--- src/rtl/mac_pkt_pkg.sv ---
// Shared types for the MAC packet-transmit path: word/mod widths, arbiter state
// and the per-word sideband bundle.
package mac_pkt_pkg;

  localparam int unsigned WordW = 64;
  localparam int unsigned ModW  = 3;

  typedef enum logic [0:0] {
    StIdle,
    StXfer
  } state_e;

  typedef struct packed {
    logic [WordW-1:0] data;
    logic             sop;
    logic             eop;
    logic [ModW-1:0]  mod;
  } pkt_word_t;

endpackage

--- src/rtl/rr_pick.sv ---
// Combinational round-robin first-one finder: scans req starting just after
// the last-served index and wraps around.
module rr_pick #(
  parameter int unsigned N_SRC = 4,
  parameter int unsigned GNT_W = (N_SRC > 1) ? $clog2(N_SRC) : 1
) (
  input  logic [N_SRC-1:0] req,
  input  logic [GNT_W-1:0] last,
  output logic             found,
  output logic [GNT_W-1:0] idx
);

  always_comb begin
    int unsigned        cand;
    logic [GNT_W-1:0]   cand_idx;
    found    = 1'b0;
    idx      = '0;
    cand     = 0;
    cand_idx = '0;
    // Walk from the farthest candidate inward so the nearest request wins.
    for (int unsigned k = N_SRC; k >= 1; k--) begin
      cand     = (32'(last) + k) % N_SRC;
      cand_idx = GNT_W'(cand);
      if (req[cand_idx]) begin
        found = 1'b1;
        idx   = cand_idx;
      end
    end
  end

endmodule

--- src/rtl/pkt_tx_arbiter.sv ---
// Round-robin packet arbiter feeding the xge_mac pkt_tx interface: whole
// packets are granted SOP to EOP, outputs are registered, framing errors counted.
module pkt_tx_arbiter
  import mac_pkt_pkg::*;
#(
  parameter int unsigned N_SRC = 4,
  parameter int unsigned GNT_W = (N_SRC > 1) ? $clog2(N_SRC) : 1,
  parameter int unsigned CNT_W = 16
) (
  input  logic                    clk_156m25,
  input  logic                    reset_156m25_n,
  input  logic [N_SRC*WordW-1:0]  src_data,
  input  logic [N_SRC-1:0]        src_val,
  input  logic [N_SRC-1:0]        src_sop,
  input  logic [N_SRC-1:0]        src_eop,
  input  logic [N_SRC*ModW-1:0]   src_mod,
  output logic [N_SRC-1:0]        src_rdy,
  output logic [WordW-1:0]        pkt_tx_data,
  output logic                    pkt_tx_val,
  output logic                    pkt_tx_sop,
  output logic                    pkt_tx_eop,
  output logic [ModW-1:0]         pkt_tx_mod,
  input  logic                    pkt_tx_full,
  output logic [GNT_W-1:0]        gnt_id,
  output logic                    gnt_busy,
  output logic [CNT_W-1:0]        viol_cnt
);

  localparam int unsigned VW = $clog2(N_SRC + 1);

  state_e           state_q, state_d;
  logic [GNT_W-1:0] last_q, last_d;
  logic [GNT_W-1:0] gnt_id_q, gnt_id_d;
  logic             busy_q, busy_d;
  logic             first_q, first_d;
  logic             run_q;
  logic             val_q, val_d;
  pkt_word_t        out_q, out_d;
  logic [CNT_W-1:0] viol_q, viol_d;
  logic [CNT_W:0]   viol_sum;
  logic [VW-1:0]    n_viol;

  pkt_word_t        src_word [N_SRC];
  pkt_word_t        cur;
  logic [N_SRC-1:0] headless, sop_req, rdy;
  logic             found;
  logic [GNT_W-1:0] pick;

  always_comb begin
    for (int unsigned i = 0; i < N_SRC; i++) begin
      src_word[i].data = src_data[WordW*i +: WordW];
      src_word[i].sop  = src_sop[i];
      src_word[i].eop  = src_eop[i];
      src_word[i].mod  = src_mod[ModW*i +: ModW];
    end
  end

  // run_q keeps src_rdy low while reset is asserted and for the release cycle.
  assign headless = (run_q && state_q == StIdle) ? (src_val & ~src_sop) : '0;
  assign sop_req  = (run_q && state_q == StIdle) ? (src_val &  src_sop) : '0;

  rr_pick #(
    .N_SRC (N_SRC),
    .GNT_W (GNT_W)
  ) u_rr_pick (
    .req   (sop_req),
    .last  (last_q),
    .found (found),
    .idx   (pick)
  );

  always_comb begin
    state_d   = state_q;
    last_d    = last_q;
    gnt_id_d  = gnt_id_q;
    busy_d    = busy_q;
    first_d   = first_q;
    val_d     = 1'b0;
    out_d     = out_q;
    out_d.sop = 1'b0;
    out_d.eop = 1'b0;
    out_d.mod = '0;
    rdy       = '0;
    n_viol    = '0;
    cur       = src_word[gnt_id_q];

    unique case (state_q)
      StIdle: begin
        rdy = headless;
        for (int unsigned i = 0; i < N_SRC; i++) begin
          n_viol = n_viol + VW'(headless[i]);
        end
        if (found) begin
          gnt_id_d = pick;
          busy_d   = 1'b1;
          first_d  = 1'b1;
          state_d  = StXfer;
        end
      end
      StXfer: begin
        rdy[gnt_id_q] = ~pkt_tx_full;
        if (src_val[gnt_id_q] && !pkt_tx_full) begin
          val_d      = 1'b1;
          out_d.data = cur.data;
          out_d.sop  = cur.sop & first_q;
          out_d.eop  = cur.eop;
          out_d.mod  = cur.eop ? cur.mod : '0;
          first_d    = 1'b0;
          // A repeated SOP inside a packet is passed on as data and flagged.
          if (cur.sop && !first_q) n_viol = VW'(1'b1);
          if (cur.eop) begin
            last_d  = gnt_id_q;
            busy_d  = 1'b0;
            state_d = StIdle;
          end
        end
      end
      default: state_d = StIdle;
    endcase

    viol_sum = {1'b0, viol_q} + {{(CNT_W + 1 - VW){1'b0}}, n_viol};
    viol_d   = viol_sum[CNT_W] ? '1 : viol_sum[CNT_W-1:0];
  end

  always_ff @(posedge clk_156m25 or negedge reset_156m25_n) begin
    if (!reset_156m25_n) begin
      state_q  <= StIdle;
      last_q   <= GNT_W'(N_SRC - 1);
      gnt_id_q <= '0;
      busy_q   <= 1'b0;
      first_q  <= 1'b0;
      run_q    <= 1'b0;
      val_q    <= 1'b0;
      out_q    <= '0;
      viol_q   <= '0;
    end else begin
      state_q  <= state_d;
      last_q   <= last_d;
      gnt_id_q <= gnt_id_d;
      busy_q   <= busy_d;
      first_q  <= first_d;
      run_q    <= 1'b1;
      val_q    <= val_d;
      out_q    <= out_d;
      viol_q   <= viol_d;
    end
  end

  assign src_rdy     = rdy;
  assign pkt_tx_data = out_q.data;
  assign pkt_tx_val  = val_q;
  assign pkt_tx_sop  = out_q.sop;
  assign pkt_tx_eop  = out_q.eop;
  assign pkt_tx_mod  = out_q.mod;
  assign gnt_id      = gnt_id_q;
  assign gnt_busy    = busy_q;
  assign viol_cnt    = viol_q;

endmodule

--- config.mk ---
export PLATFORM = sky130hd
export DESIGN_NAME = pkt_tx_arbiter
export DESIGN_NICKNAME = d
export VERILOG_FILES = /design/src/rtl/mac_pkt_pkg.sv /design/src/rtl/rr_pick.sv /design/src/rtl/pkt_tx_arbiter.sv
export SDC_FILE = /design/constraint.sdc
export NUM_CORES = 1
export LEC_CHECK = 0
export BUFFER_PORTS_ARGS = -buffer_cell sky130_fd_sc_hd__buf_2
export CAP_MARGIN = 20
export CORE_AREA = 2 2 145 147
export DETAILED_ROUTE_END_ITERATION = 12
export DIE_AREA = 0 0 147 149
export HOLD_SLACK_MARGIN = 0.03
export PLACE_DENSITY_LB_ADDON = 0.12
export REMOVE_ABC_BUFFERS = 1
export SLEW_MARGIN = 5
export SYNTH_ARGS = -nofsm -noshare
export SYNTH_HDL_FRONTEND = slang
export SYNTH_SLANG_ARGS = --single-unit
--- constraint.sdc ---
create_clock -name clk_156m25 -period 4.2 [get_ports clk_156m25]
set_input_delay 0.21 -clock clk_156m25 [delete_from_list [all_inputs] [get_ports clk_156m25]]
set_output_delay 0.21 -clock clk_156m25 [all_outputs]
set_load 0.01 [all_outputs]
======== Yosys cells after proc, flatten, opt, wreduce, memory -nomap -nowiden ========
Cells that the tools add are included.
word-level totals
  bits in registers ....................... 94
  output and inout bits ................... 93
  logic and storage cells ................. 94
  bits of input ports ..................... 283
cells by class
  multiplexer cells ....................... 45
  $lt $le $gt $ge ......................... 7
  bitwise gates (word level) .............. 8
  equality and inequality tests ........... 3
  add/subtract/negate cells ............... 8
  reduce and logical (&&, ||, !) cells .... 11
operators by type and width
  cell                 count
  $bmux 69 s2          1
  $mux 69              2
  $mux 1               21
  $add 16x3->17        1
  $mux 16              1
  $lt 2x3->1 const B   5
  $and 4x4->4          3
  $bmux 1 s2           5
  $mux 5               2
  $mux 2               4
  $mux 4               2
  $pmux 4 s2           1
  $pmux 1 s2           3
  $pmux 3 s2           1
  $reduce_and 2->1     3
  $reduce_and 3->1     2
  $add 2x1->2 const B  2
  $add 2x2->2 const B  2
  $logic_and 1x1->1    4
  $ne 2x1->1 const B   2
  $not 4->4            1
  $add 2x1->3          1
  $add 3x1->3          1
  $ge 3x3->1 const B   1
  other kinds (9)      11

======== Depth between registers and ports, before layout ========
Gate-level depths: netlist (run 1).
  depth after elaboration ................. 11
  mapped depth ............................ 14

======== By module ========
From an unflattened synthesis (run 1), not the netlist that was laid out.
second synthesis, totals
  cell total of the unflattened synthesis .. 375
  area total of the unflattened synthesis .. 5607.9 sq um
modules (own cells, without submodules)
  module          instances  cells each  area an instance (sq um)  sequential area each (sq um)
  pkt_tx_arbiter  1          361         5516.5                    2354.8
  rr_pick         1          14          91.3                      0.0

======== Worst setup path after synthesis (run 1) ========
OpenSTA, ideal clock, no wires.
  kind .................................... register to register
  start ................................... register state_q
  end ..................................... register viol_q[11] (netlist: viol_cnt[11])
  required time ........................... 4.117 ns
  arrival time ............................ 3.193 ns
  cell stages (with the launch flop) ...... 14
  setup time .............................. 0.083 ns
  path slack .............................. 0.924 ns
  cells stage by stage .................... dfrtp_1 nor2b_1 nand3b_1 fa_1 inv_1 ha_1 ha_1 nor2b_1 fa_1 a21oi_1 nor4_2 nand3_1 buf_2 o21ai_0
between the ends
  cells in the longest elaborated chain, start to end .. 9
RTL lines
  what                        line                   text
  from (decl)                 pkt_tx_arbiter.sv:31   state_e state_q, state_d;
  from (signal assigned)      pkt_tx_arbiter.sv:127  state_q <= StIdle;
  from (signal assigned)      pkt_tx_arbiter.sv:137  state_q <= state_d;
  $not 1->1 (no source line)  --
  $logic_and 1x1->1           pkt_tx_arbiter.sv:59   assign headless = (run_q && state_q == StIdle) ? (src_val & ~src_sop) : '0;
  $mux 4                      pkt_tx_arbiter.sv:59
  $add 1x1->2                 pkt_tx_arbiter.sv:91   n_viol = n_viol + VW'(headless[i]);
  $add 2x1->3                 pkt_tx_arbiter.sv:91
  $add 3x1->3                 pkt_tx_arbiter.sv:91
  $pmux 3 s2 *                pkt_tx_arbiter.sv:87   unique case (state_q)
  $add 16x3->17 *             pkt_tx_arbiter.sv:121  viol_sum = {1'b0, viol_q} + {{(CNT_W + 1 - VW){1'b0}}, n_viol};
  $mux 16 *                   pkt_tx_arbiter.sv:122  viol_d = viol_sum[CNT_W] ? '1 : viol_sum[CNT_W-1:0];
  via viol_d[11]              pkt_tx_arbiter.sv:39   logic [CNT_W-1:0] viol_q, viol_d;
  to (signal assigned)        pkt_tx_arbiter.sv:145  viol_q <= viol_d;
  to (decl)                   pkt_tx_arbiter.sv:39
Mark *: on every way through the listed nets, which the timed path passes. The rest lies on a longest branch.
A chain may end at the register's enable or synchronous reset.

======== Worst setup path in the final report (run 1) ========
  start ................................... register state_q
  end ..................................... register viol_q[13] (netlist: viol_cnt[13])
Same word-level chain as after synthesis.

==> run metrics, run 1 <==
outcome finished, final reports clean; die area between 20,000 and 25,000 µm²; vias in the first global route about 5,300; Hold Crit Class in -> reg; synth top area cells dfrtp_1 (41%), mux4_2 (28%), mux2_2 (13%); total grt overflow 0; crit-path cells nor2b_1 -> nand3b_1 -> fa_1 -> inv_1 -> ha_1 -> ha_1 -> nor2b_1 -> fa_1 -> a21oi_1 -> nor4_2 -> nand3_1 -> o21ai_0; Reg clk slew, reported paths around 0.070 ns; crit end category flip-flop; IO buf count approximately 380; Final setup viols 0; drc violations 0; register area share after synthesis between 40% and 50%; CP Max Fanout 13; initial DRC count roughly 120; CP arrival between 4 and 5 ns; asr flop ratio synth 100.0%; EDFF count, synth 0; first-pass GRT wire length roughly 28,000 µm; Num CTS Buffers 9; Nets a little over 1,000; Routability Congestion a little under 0.8; Post-Synthesis Cells 370; die span in y roughly 150 µm; maxcap violations 0; Slew Viols, Final 0; dpl cell area between 7000 and 8000 µm²; final core utilization between 30% and 40%; Slowest-stage cell, CP fa_1; Worst Clk Skew 0.006657 ns; CTS tree done; setup repair after global routing missed its margin no; most common cell after layout, fill and taps aside buf_2; FF+latch area about 2400 µm²; final-report hold violation count 0; met1 usage 18.36%; Tcrit/Tclk final between 90 and 100%; YS warnings 0; final hold slack 0.3082 ns; Rel. slew slack 33.25%; initial antenna violation count 7; Final Power a little under 0.005 W; HP Start src_data[137]; Startpoint Class flip-flop; Lkg Pwr approximately 3.8 nW; reg-to-reg endpoint viol_cnt[13]; CP max stage delay 0.55 ns; Register-to-Register Path Depth 12; hold path cells 3; worst r2r src state_q; drt wl/cell 17.98 µm; critical path class reg -> reg; HPWL after DPL 14,640 µm; Clock Sinks 94; Max clock buf depth 2; ys flop type dfrtp_1; Starting Density 27.01%; Yosys top cell by area dfrtp_1; area of the multi-input gates 3044 µm²; setup TNS 0 ns; pwr dens a little over 600 nW/µm²; die width around 150 µm; DRT Pass-1 Iters 4; share of cells above drive strength 1 72.01%; Yosys top cell area share 41.46%; CTS H-tree lvls 3; commonest non-fill, non-tap cells in the layout buf_2 (374), dfrtp_1 (90), mux4_2 (69); GRT Overall Usage between 15 and 20%; syn_area_per_cell 15.01 µm²; Layout area overhead 43.83%; Buf+Inv Stages, Crit Path 1; fin crit period approximately 3.8 ns; Filler cells 2,079; Site Rows 53; Vias/cell about 4.7; Synth cell types 43; root buf cell clkbuf_16; slew at the pin closest to its max-slew limit between 1 and 1.5 ns; IO Pins between 300 and 400; WHS Endpoint pkt_tx_data[9]; Finished Cell Area between 7000 and 8000 µm²; CTS resizes 0; Critical Path RT between 4 and 5 ns; final antenna-violating net count 0; via count 4,838; GR Layer Usage met2 between 30% and 40%; final WL roughly 18,000 µm; mapped cell area between 5000 and 6000 µm²; Core Box Area 20,560 µm²; met3 Use GR roughly 5.3%; peak supply drop about 250 µV; Crit path max-delay family simple AND/OR/NAND/NOR gates; largest net degree at the start of global routing slightly above 70; FMAX between 200 and 300 MHz; Yosys reg bits 94; layer with the highest usage met2; worst reg-to-reg setup slack between 0.3 and 0.4 ns; CP Depth 12; clk_lat worst skew between 0.3 and 0.4 ns
-- stage by stage --
stage                     setup WS [ns]  instances
final                            0.3663       1023
after detailed placement         0.3565       1001
after global placement           0.4844       1001
after global routing            0.05960       1021
after CTS                        0.3504       1018
after floorplan                  -2.244        346
-- synthesized netlist by cell type, types with 2 or more instances --
library cell   n
dfrtp_1       92
mux4_2        69
mux2_2        66
nand2_1       19
buf_2          9
clkbuf_1       8
o21ai_0        8
xnor2_1        8
buf_4          7
inv_1          7
a21oi_1        6
a31oi_1        6
and3_1         5
ha_1           5
nand3b_1       5
nor2_1         5
nor2b_1        5
nand2b_1       3
nand3_1        3
o22ai_1        3
a21o_1         2
a41oi_1        2
and2_1         2
dfstp_2        2
fa_1           2
mux2i_1        2
nor3b_1        2
o21bai_1       2
-- cell type report --
type	instances	share of cell area, %
repair buffers	381	24.13
inverters	7	0.3290
flip-flops and latches	94	29.58
diodes	5	0.1567
multi-input cells	245	38.12
well taps	275	4.308
clock buffers	13	3.133
clock inverters	3	0.2507
-- state kept, by name (all words and copies together) (netlist names) --
name and cells:
first_q 1, gnt_busy 1, gnt_id 2, last_q 2, pkt_tx_data 64, pkt_tx_eop 1
pkt_tx_mod 3, pkt_tx_sop 1, pkt_tx_val 1, run_q 1, state_q 1, viol_cnt 16
-- power breakdown --
group / internal [W] / switching [W] / leakage (nW) / total [W]
clock: 0.000418 / 0.000345 / 0.126 / 0.000763
sequential: 0.00131 / 0.000275 / 1.14 / 0.00159
combinational: 0.00142 / 0.00111 / 2.57 / 0.00253
total: 0.00315 / 0.00173 / 3.83 / 0.00488
-- worst max-delay path by stage --
stage / startpoint / end / slack, ns
after floorplan: gnt_id[0] / viol_cnt[11] / -2.24
after global placement: state_q / viol_cnt[11] / 0.48
after detailed placement: state_q / viol_cnt[13] / 0.36
after CTS: state_q / viol_cnt[13] / 0.35
after global routing: state_q / viol_cnt[3] / 0.06
final: state_q / viol_cnt[13] / 0.37
-- repair_timing --
action,CTS,global route
hold endpoints to repair,58,0
hold buffers,1,0
setup buffers,0,0
-- layer usage --
| layer | share of wire [%] | vias up |
|---|---|---|
| met5 | 0.087 | - |
| met3 | 8.9 | 26 |
| met4 | 2.0 | 2 |
| met2 | 53 | 234 |
| met1 | 36 | 2377 |
| li1 | - | 2199 |
-- cells by family (layout without fill, tap and decap cells) --
logic type      after synthesis  in the layout  share of synthesized area [%]
simple gates                 56             56                          5.543
compound gates               35             35                          4.214
flops                        94             94                          42.41
fa+ha+maj                     7              7                          1.848
other cells                   1              6                        0.06753
xor+xnor                      9              9                          1.420
buf+inv                      31            404                          2.772
mux                         137            137                          41.73
-- worst reg2reg max path: stages, from the launching register on --
cell	delay (ns)
dfrtp_1	0.46
nor2b_1	0.23
nand3b_1	0.15
fa_1	0.55
inv_1	0.04
ha_1	0.17
ha_1	0.26
nor2b_1	0.25
fa_1	0.28
a21oi_1	0.15
nor4_2	0.53
nand3_1	0.49
o21ai_0	0.20
(Power assumes the default switching activity.)
==> run 2, diff against run 1 <==
--- a/config.mk
+++ b/config.mk
@@ -7,9 +7,10 @@
 export LEC_CHECK = 0
 export BUFFER_PORTS_ARGS = -buffer_cell sky130_fd_sc_hd__buf_2
 export CAP_MARGIN = 20
-export CORE_AREA = 2 2 145 147
+export CORE_AREA = 3 3 146 148
+export CTS_BUF_LIST = sky130_fd_sc_hd__clkbuf_16
 export DETAILED_ROUTE_END_ITERATION = 12
-export DIE_AREA = 0 0 147 149
+export DIE_AREA = 0 0 149 151
 export HOLD_SLACK_MARGIN = 0.03
 export PLACE_DENSITY_LB_ADDON = 0.12
 export REMOVE_ABC_BUFFERS = 1
==> run 2 against run 1 <==
Maximum frequency increased by 3.4%. Cell area increased by 0.39%. Clock skew increased by 0.0040 ns. Flip-flop and latch count unchanged. Non-clock buffer count unchanged. Routed wire length increased by 2.7%. Final cell count decreased by 0.88%. Largest cell class unchanged.
==> run metrics, run 2 (synthesis gave the netlist of run 1 again) <==
outcome finished, final reports clean (unchanged); most common cell after layout, fill and taps aside buf_2 (unchanged); Slowest-stage cell, CP nor4_2 (was fa_1); die width 149 µm (was 147 µm); fin crit period 3.706 ns (was 3.834 ns); crit end category flip-flop (unchanged); clk_lat worst skew 0.34 ns (about the same); Clock Sinks 94 (unchanged); first-pass GRT wire length 28,790 µm (was 28,190 µm); WHS Endpoint pkt_tx_data[59] (was pkt_tx_data[9]); Rel. slew slack 35.05% (was 33.25%); FMAX 269.8 MHz (was 260.8 MHz); crit-path cells nor2b_1 -> nand3b_1 -> fa_1 -> inv_1 -> ha_1 -> ha_1 -> nor2b_1 -> fa_1 -> a21oi_1 -> nor4_2 -> nand3_2 -> o21ai_0 (was nor2b_1 -> nand3b_1 -> fa_1 -> inv_1 -> ha_1 -> ha_1 -> nor2b_1 -> fa_1 -> a21oi_1 -> nor4_2 -> nand3_1 -> o21ai_0); Site Rows 52 (was 53); layer with the highest usage met2 (unchanged); setup bufs post-CTS 0 (unchanged); critical path class reg -> reg (unchanged); CP Max Fanout 13 (unchanged); initial DRC count 95 (was 121); CTS H-tree lvls 3 (unchanged); worst r2r src state_q (unchanged); Clk pwr share 17.5% (was 15.6%); final antenna-violating net count 0 (unchanged); CP arrival 3.96 ns (was 4.09 ns); Hold Crit Class in -> reg (unchanged); Nets 1,028 (unchanged); final-report hold violation count 0 (unchanged); Routability Congestion 0.7971 (was 0.7796); worst reg-to-reg setup slack 0.49 ns (was 0.37 ns); maxcap violations 0 (unchanged); drc violations 0 (unchanged); Reg clk slew, reported paths 0.07 ns (about the same); switching share of power 34.97% (was 35.51%); HPWL after DPL 15,430 µm (was 14,640 µm); Internal 0.003237 W (was 0.003145 W); Vias/cell 4.745 (was 4.729); commonest non-fill, non-tap cells in the layout buf_2 (374), dfrtp_1 (90), mux4_2 (69) (unchanged); Buf+Inv Stages, Crit Path 1 (unchanged); CTS tree done (unchanged); Worst Clk Skew 0.01070 ns (was 0.006657 ns); DRT Pass-1 Iters 4 (unchanged); Combinational Power Share 50.5% (was 51.8%); Tcrit/Tclk final 88.25% (was 91.28%); Startpoint Class flip-flop (unchanged); met1 usage 18.59% (was 18.36%); Lkg Pwr 3.854 nW (was 3.832 nW); IO buf count 375 (unchanged); HP Start src_data[187] (was src_data[137]); final hold slack 0.3122 ns (was 0.3082 ns); Filler cells 1,995 (was 2,079); max FFs per register 64 (unchanged); hold path cells 3 (unchanged); Layout area overhead 44.39% (was 43.83%); total grt overflow 0 (unchanged); dpl cell area 7687 µm² (was 7694 µm²); Max clock buf depth 2 (unchanged); GRT Overall Usage 16.37% (was 16.65%); final WL 18,900 µm (was 18,400 µm); reg-to-reg endpoint viol_cnt[6] (was viol_cnt[13]); Critical Path RT 4.46 ns (about the same); initial antenna violation count 1 (was 7); Finished Cell Area 8018 µm² (was 7986 µm²); share of cells above drive strength 1 72.14% (was 72.01%); slew at the pin closest to its max-slew limit 0.9743 ns (was 1.001 ns); drt wl/cell 18.64 µm (was 17.98 µm); largest net degree at the start of global routing 71 (was 72); pwr dens 620.9 nW/µm² (was 610.7 nW/µm²); Starting Density 27.53% (was 27.01%); Register-to-Register Path Depth 12 (unchanged); met3 Use GR 5.296% (was 5.321%); GR Layer Usage met2 29.49% (was 30.21%); Final Power 0.004978 W (was 0.004877 W); via count 4,811 (was 4,838); die area 22,500 µm² (was 21,900 µm²); Final setup viols 0 (unchanged); setup TNS 0 ns (unchanged); Slew Viols, Final 0 (unchanged); die span in y 151 µm (was 149 µm); Core Box Area 20,170 µm² (was 20,560 µm²); peak supply drop 232.9 µV (was 247.3 µV); Reg power frac 32.0% (was 32.5%); vias in the first global route 5,395 (was 5,347); CP max stage delay 0.57 ns (was 0.55 ns); setup repair after global routing missed its margin no (unchanged); root buf cell clkbuf_16 (unchanged); Crit path max-delay family simple AND/OR/NAND/NOR gates (unchanged); sw power 0.001741 W (was 0.001732 W); Num CTS Buffers 9 (unchanged); IO Pins 376 (unchanged)
==> run 2: cell count changes in the layout (fill, tap and decap cells not counted) <==
cell	before	now
clkinv_2	1	0
nand3_1	3	2
clkbuf_8	1	0
clkbuf_1	3	0
clkinv_1	0	3
clkinvlp_4	2	1
nand3_2	0	1
bufinv_16	0	2
diode_2	5	1
inv_6	0	1
==> run 2: power by group through the flow <==
stage               logic (W)  clock network (W)  registers (W)
floorplan             0.00141                  0        0.00192
global placement      0.00254                  0        0.00160
detailed placement    0.00257                  0        0.00161
CTS                   0.00258           0.000911        0.00161
global route          0.00273           0.000952        0.00166
finish                0.00251           0.000870        0.00159
==> run 2: worst reg2reg max path, delay by kind of cell, from the launching register on <==
family,cells,cell delay (ns)
AOI/OAI and AO/OA,2,0.34
adders and majority gates,4,1.27
buffers and inverters,1,0.04
DFF,1,0.46
and+or+nand+nor,5,1.54
==> run 2: area by class of cell <==
cell class / instances / area [µm²] / area share (%)
antenna: 1 / 2.502 / 0.03121
clock buffer: 9 / 225.2 / 2.809
clock inverter: 7 / 87.58 / 1.092
inverter: 7 / 26.28 / 0.3277
multi-input combinational: 245 / 3049 / 38.03
sequential: 94 / 2362 / 29.46
tap: 270 / 337.8 / 4.213
timing repair buffer: 381 / 1927 / 24.03
==> run 2: timing repair <==
item / CTS / global route
endpoints found under the hold margin: 47 / 0
setup endpoints to repair: 0 / 7
hold buffers: 1 / 0
resized for setup: 0 / 1
==> run 2: routing by layer <==
layer	routed length, µm	vias up
li1	-	2201
met1	6960	2361
met2	9926	230
met3	1729	19
met4	286	0
met5	0	-
==> run 2: per-stage QoR <==
step	util [%]	setup WS [ns]	cells
2_1_floorplan	-	-2.244	346
3_3_place_gp	38.11	0.4715	996
3_5_place_dp	38.11	0.3653	996
4_1_cts	39.71	0.3250	1013
5_1_grt	39.75	0.1243	1014
6_report	39.75	0.4937	1014
==> run 2: worst max-delay path by stage <==
stage | slack (ns) | start | end | cells after the start
global placement | 0.47 | state_q | viol_cnt[11] | 12
global route | 0.12 | state_q | viol_cnt[13] | 12
floorplan | -2.24 | gnt_id[0] | viol_cnt[11] | 10
detailed placement | 0.37 | state_q | viol_cnt[6] | 12
CTS | 0.33 | state_q | viol_cnt[13] | 12
finish | 0.49 | state_q | viol_cnt[6] | 12
==> run 3, diff against run 2 <==
--- a/config.mk
+++ b/config.mk
@@ -11,6 +11,7 @@
 export CTS_BUF_LIST = sky130_fd_sc_hd__clkbuf_16
 export DETAILED_ROUTE_END_ITERATION = 12
 export DIE_AREA = 0 0 149 151
+export GPL_ROUTABILITY_DRIVEN = 0
 export HOLD_SLACK_MARGIN = 0.03
 export PLACE_DENSITY_LB_ADDON = 0.12
 export REMOVE_ABC_BUFFERS = 1
==> constraint.sdc (replaced) <==
create_clock -name clk_156m25 -period 4.2 [get_ports clk_156m25]
set_input_delay 1.26 -clock clk_156m25 [delete_from_list [all_inputs] [get_ports clk_156m25]]
set_output_delay 1.26 -clock clk_156m25 [all_outputs]
set_load 0.01 [all_outputs]
==> run 3 against run 2 <==
Sequential share of layout area about the same. Setup slack got worse by 0.18 ns. Final cell count increased by 0.59%. Flip-flop and latch count unchanged. Die area unchanged. Sequential power increased by 3%. Highest routed layer unchanged. Largest cell class unchanged. Global-route usage decreased by 0.30 points. Power decreased by 2.1%. Clock power decreased by 11%. Combinational power decreased by 2%.
==> run metrics, run 3 (synthesis gave the netlist of run 1 again) <==
worst reg-to-reg setup slack 0.67 ns (was 0.49 ns); critical path class in -> reg (was reg -> reg); Crit path max-delay family adder cells (was simple AND/OR/NAND/NOR gates); CP max stage delay 0.56 ns (was 0.57 ns); peak supply drop 297.9 µV (was 232.9 µV); IO buf count 375 (unchanged); crit end category flip-flop (unchanged); Site Rows 52 (unchanged); worst r2r src state_q (unchanged); Critical Path RT 4.47 ns (was 4.46 ns); Num CTS Buffers 9 (unchanged); Lkg Pwr 3.872 nW (was 3.854 nW); vias in the first global route 5,324 (was 5,395); die span in y 151 µm (unchanged); DRT Pass-1 Iters 4 (unchanged); via count 4,814 (was 4,811); Finished Layout Cells 1,020 (was 1,014); slew at the pin closest to its max-slew limit 0.9554 ns (was 0.9743 ns); Buf+Inv Stages, Crit Path 3 (was 1); root buf cell clkbuf_16 (unchanged); Max clock buf depth 2 (unchanged); max FFs per register 64 (unchanged); outcome finished, final reports clean (unchanged); total grt overflow 0 (unchanged); largest net degree at the start of global routing 76 (was 71); CTS resizes 0 (unchanged); Clock Sinks 94 (unchanged); drc violations 0 (unchanged); commonest non-fill, non-tap cells in the layout buf_2 (374), dfrtp_1 (90), mux4_2 (69) (unchanged); CTS H-tree lvls 3 (unchanged); Startpoint Class primary input (was flip-flop); first-pass GRT wire length 28,170 µm (was 28,790 µm); crit-path cells buf_2 -> nand3b_1 -> fa_1 -> inv_1 -> ha_1 -> ha_1 -> nor2b_1 -> fa_1 -> a21oi_1 -> nor4_2 -> nand3_1 -> buf_4 -> o21ai_0 (was nor2b_1 -> nand3b_1 -> fa_1 -> inv_1 -> ha_1 -> ha_1 -> nor2b_1 -> fa_1 -> a21oi_1 -> nor4_2 -> nand3_2 -> o21ai_0); Slowest-stage cell, CP fa_1 (was nor4_2); Reg clk slew, reported paths 0.08 ns (was 0.07 ns); beginning of the critical path src_sop[1] (was state_q); FMAX 257.0 MHz (was 269.8 MHz); final-report hold violation count 0 (unchanged); Nets 1,033 (was 1,028); Core Box Area 20,170 µm² (unchanged); setup repair after global routing missed its margin no (unchanged); WHS Endpoint gnt_busy (was pkt_tx_data[59]); Hold Crit Class reg -> reg (was in -> reg); clk_lat worst skew 0.35 ns (was 0.34 ns); CP Max Fanout 7 (was 13); Rel. slew slack 36.30% (was 35.05%); setup TNS 0 ns (unchanged); Worst Clk Skew 0.01420 ns (was 0.01070 ns); hold_buf cts 0 (was 1); Starting Density 27.53% (unchanged); Vias/cell 4.720 (was 4.745); fin crit period 3.890 ns (was 3.706 ns); CTS tree done (unchanged); reg-to-reg endpoint viol_cnt[13] (was viol_cnt[6]); setup ws final 0.3095 ns (was 0.4937 ns); Tcrit/Tclk final 92.63% (was 88.25%); Filler cells 2,010 (was 1,995); pwr dens 607.1 nW/µm² (was 620.9 nW/µm²); drt wl/cell 18.28 µm (was 18.64 µm); share of cells above drive strength 1 72.46% (was 72.14%); Final setup viols 0 (unchanged); GRT Overall Usage 16.06% (was 16.37%); setup bufs post-CTS 0 (unchanged); final WL 18,650 µm (was 18,900 µm); initial DRC count 106 (was 95); Slew Viols, Final 0 (unchanged); IO Pins 376 (unchanged); initial antenna violation count 1 (unchanged); FF+latch area 2362 µm² (unchanged); die area 22,500 µm² (unchanged); die width 149 µm (unchanged); HPWL after DPL 15,100 µm (was 15,430 µm); Register-to-Register Path Depth 13 (was 12); area of the multi-input gates 3044 µm² (was 3049 µm²); Inst Count DP 1,001 (was 996); most common cell after layout, fill and taps aside buf_2 (unchanged); CP arrival 4.16 ns (was 3.96 ns); Place WS -0.05995 ns (was 0.3653 ns); hold path cells 1 (was 3); HP Start gnt_busy (was src_data[187]); final antenna-violating net count 0 (unchanged); Layout area overhead 44.61% (was 44.39%); maxcap violations 0 (unchanged)
-- run 3: worst max path at each step --
stage	to	slack, ns	depth (start not counted)
finish	viol_cnt[13]	0.31	13
global route	viol_cnt[6]	0.05	13
CTS	viol_cnt[13]	0.30	13
detailed placement	viol_cnt[13]	-0.06	13
global placement	viol_cnt[11]	-0.003	13
floorplan	viol_cnt[11]	-2.24	10
-- run 3: layout make-up --
type | count | share of cell area (%)
inverter | 7 | 0.3272
clock buffer | 9 | 2.805
antenna | 2 | 0.06232
timing repair buffer | 386 | 24.68
sequential | 94 | 29.42
multi-input combinational | 245 | 37.91
tap | 270 | 4.207
clock inverter | 7 | 0.5921
-- run 3: report_power, final --
group	total, W	internal (W)	switching [W]
Clock	0.000771	0.000403	0.000368
Combinational	0.00247	0.00142	0.00106
Sequential	0.00163	0.00131	0.000321
-- run 3: metal layers --
metal	wire length, µm	global-route usage, %	share of wire, %	vias up
met1	6892	18.28	37	2357
met2	9706	28.94	52	225
li1	-	-	-	2214
met4	304	5.034	1.6	0
met3	1744	4.907	9.4	18
met5	0	0	0	-
-- run 3: per-stage QoR --
stage | hold WS (ns) | instance area (µm²) | utilization (%) | power (W)
after floorplan | 0.4862 | 5425 | - | 0.003338
after global placement | 0.4606 | 7725 | 38.30 | 0.004145
after detailed placement | 0.4666 | 7725 | 38.30 | 0.004183
after CTS | 0.4947 | 7998 | 39.65 | 0.004986
after global routing | 0.5010 | 8028 | 39.80 | 0.005225
final | 0.4944 | 8030 | 39.81 | 0.004876
-- run 3: worst register-to-register path: stages, from the launching register on --
cell	delay, ns
dfrtp_1	0.47
nor2b_1	0.25
nand3b_1	0.18
fa_1	0.56
inv_1	0.04
ha_1	0.17
ha_1	0.26
nor2b_1	0.23
fa_1	0.24
a21oi_1	0.11
nor4_2	0.51
nand3_1	0.17
buf_4	0.19
o21ai_0	0.07
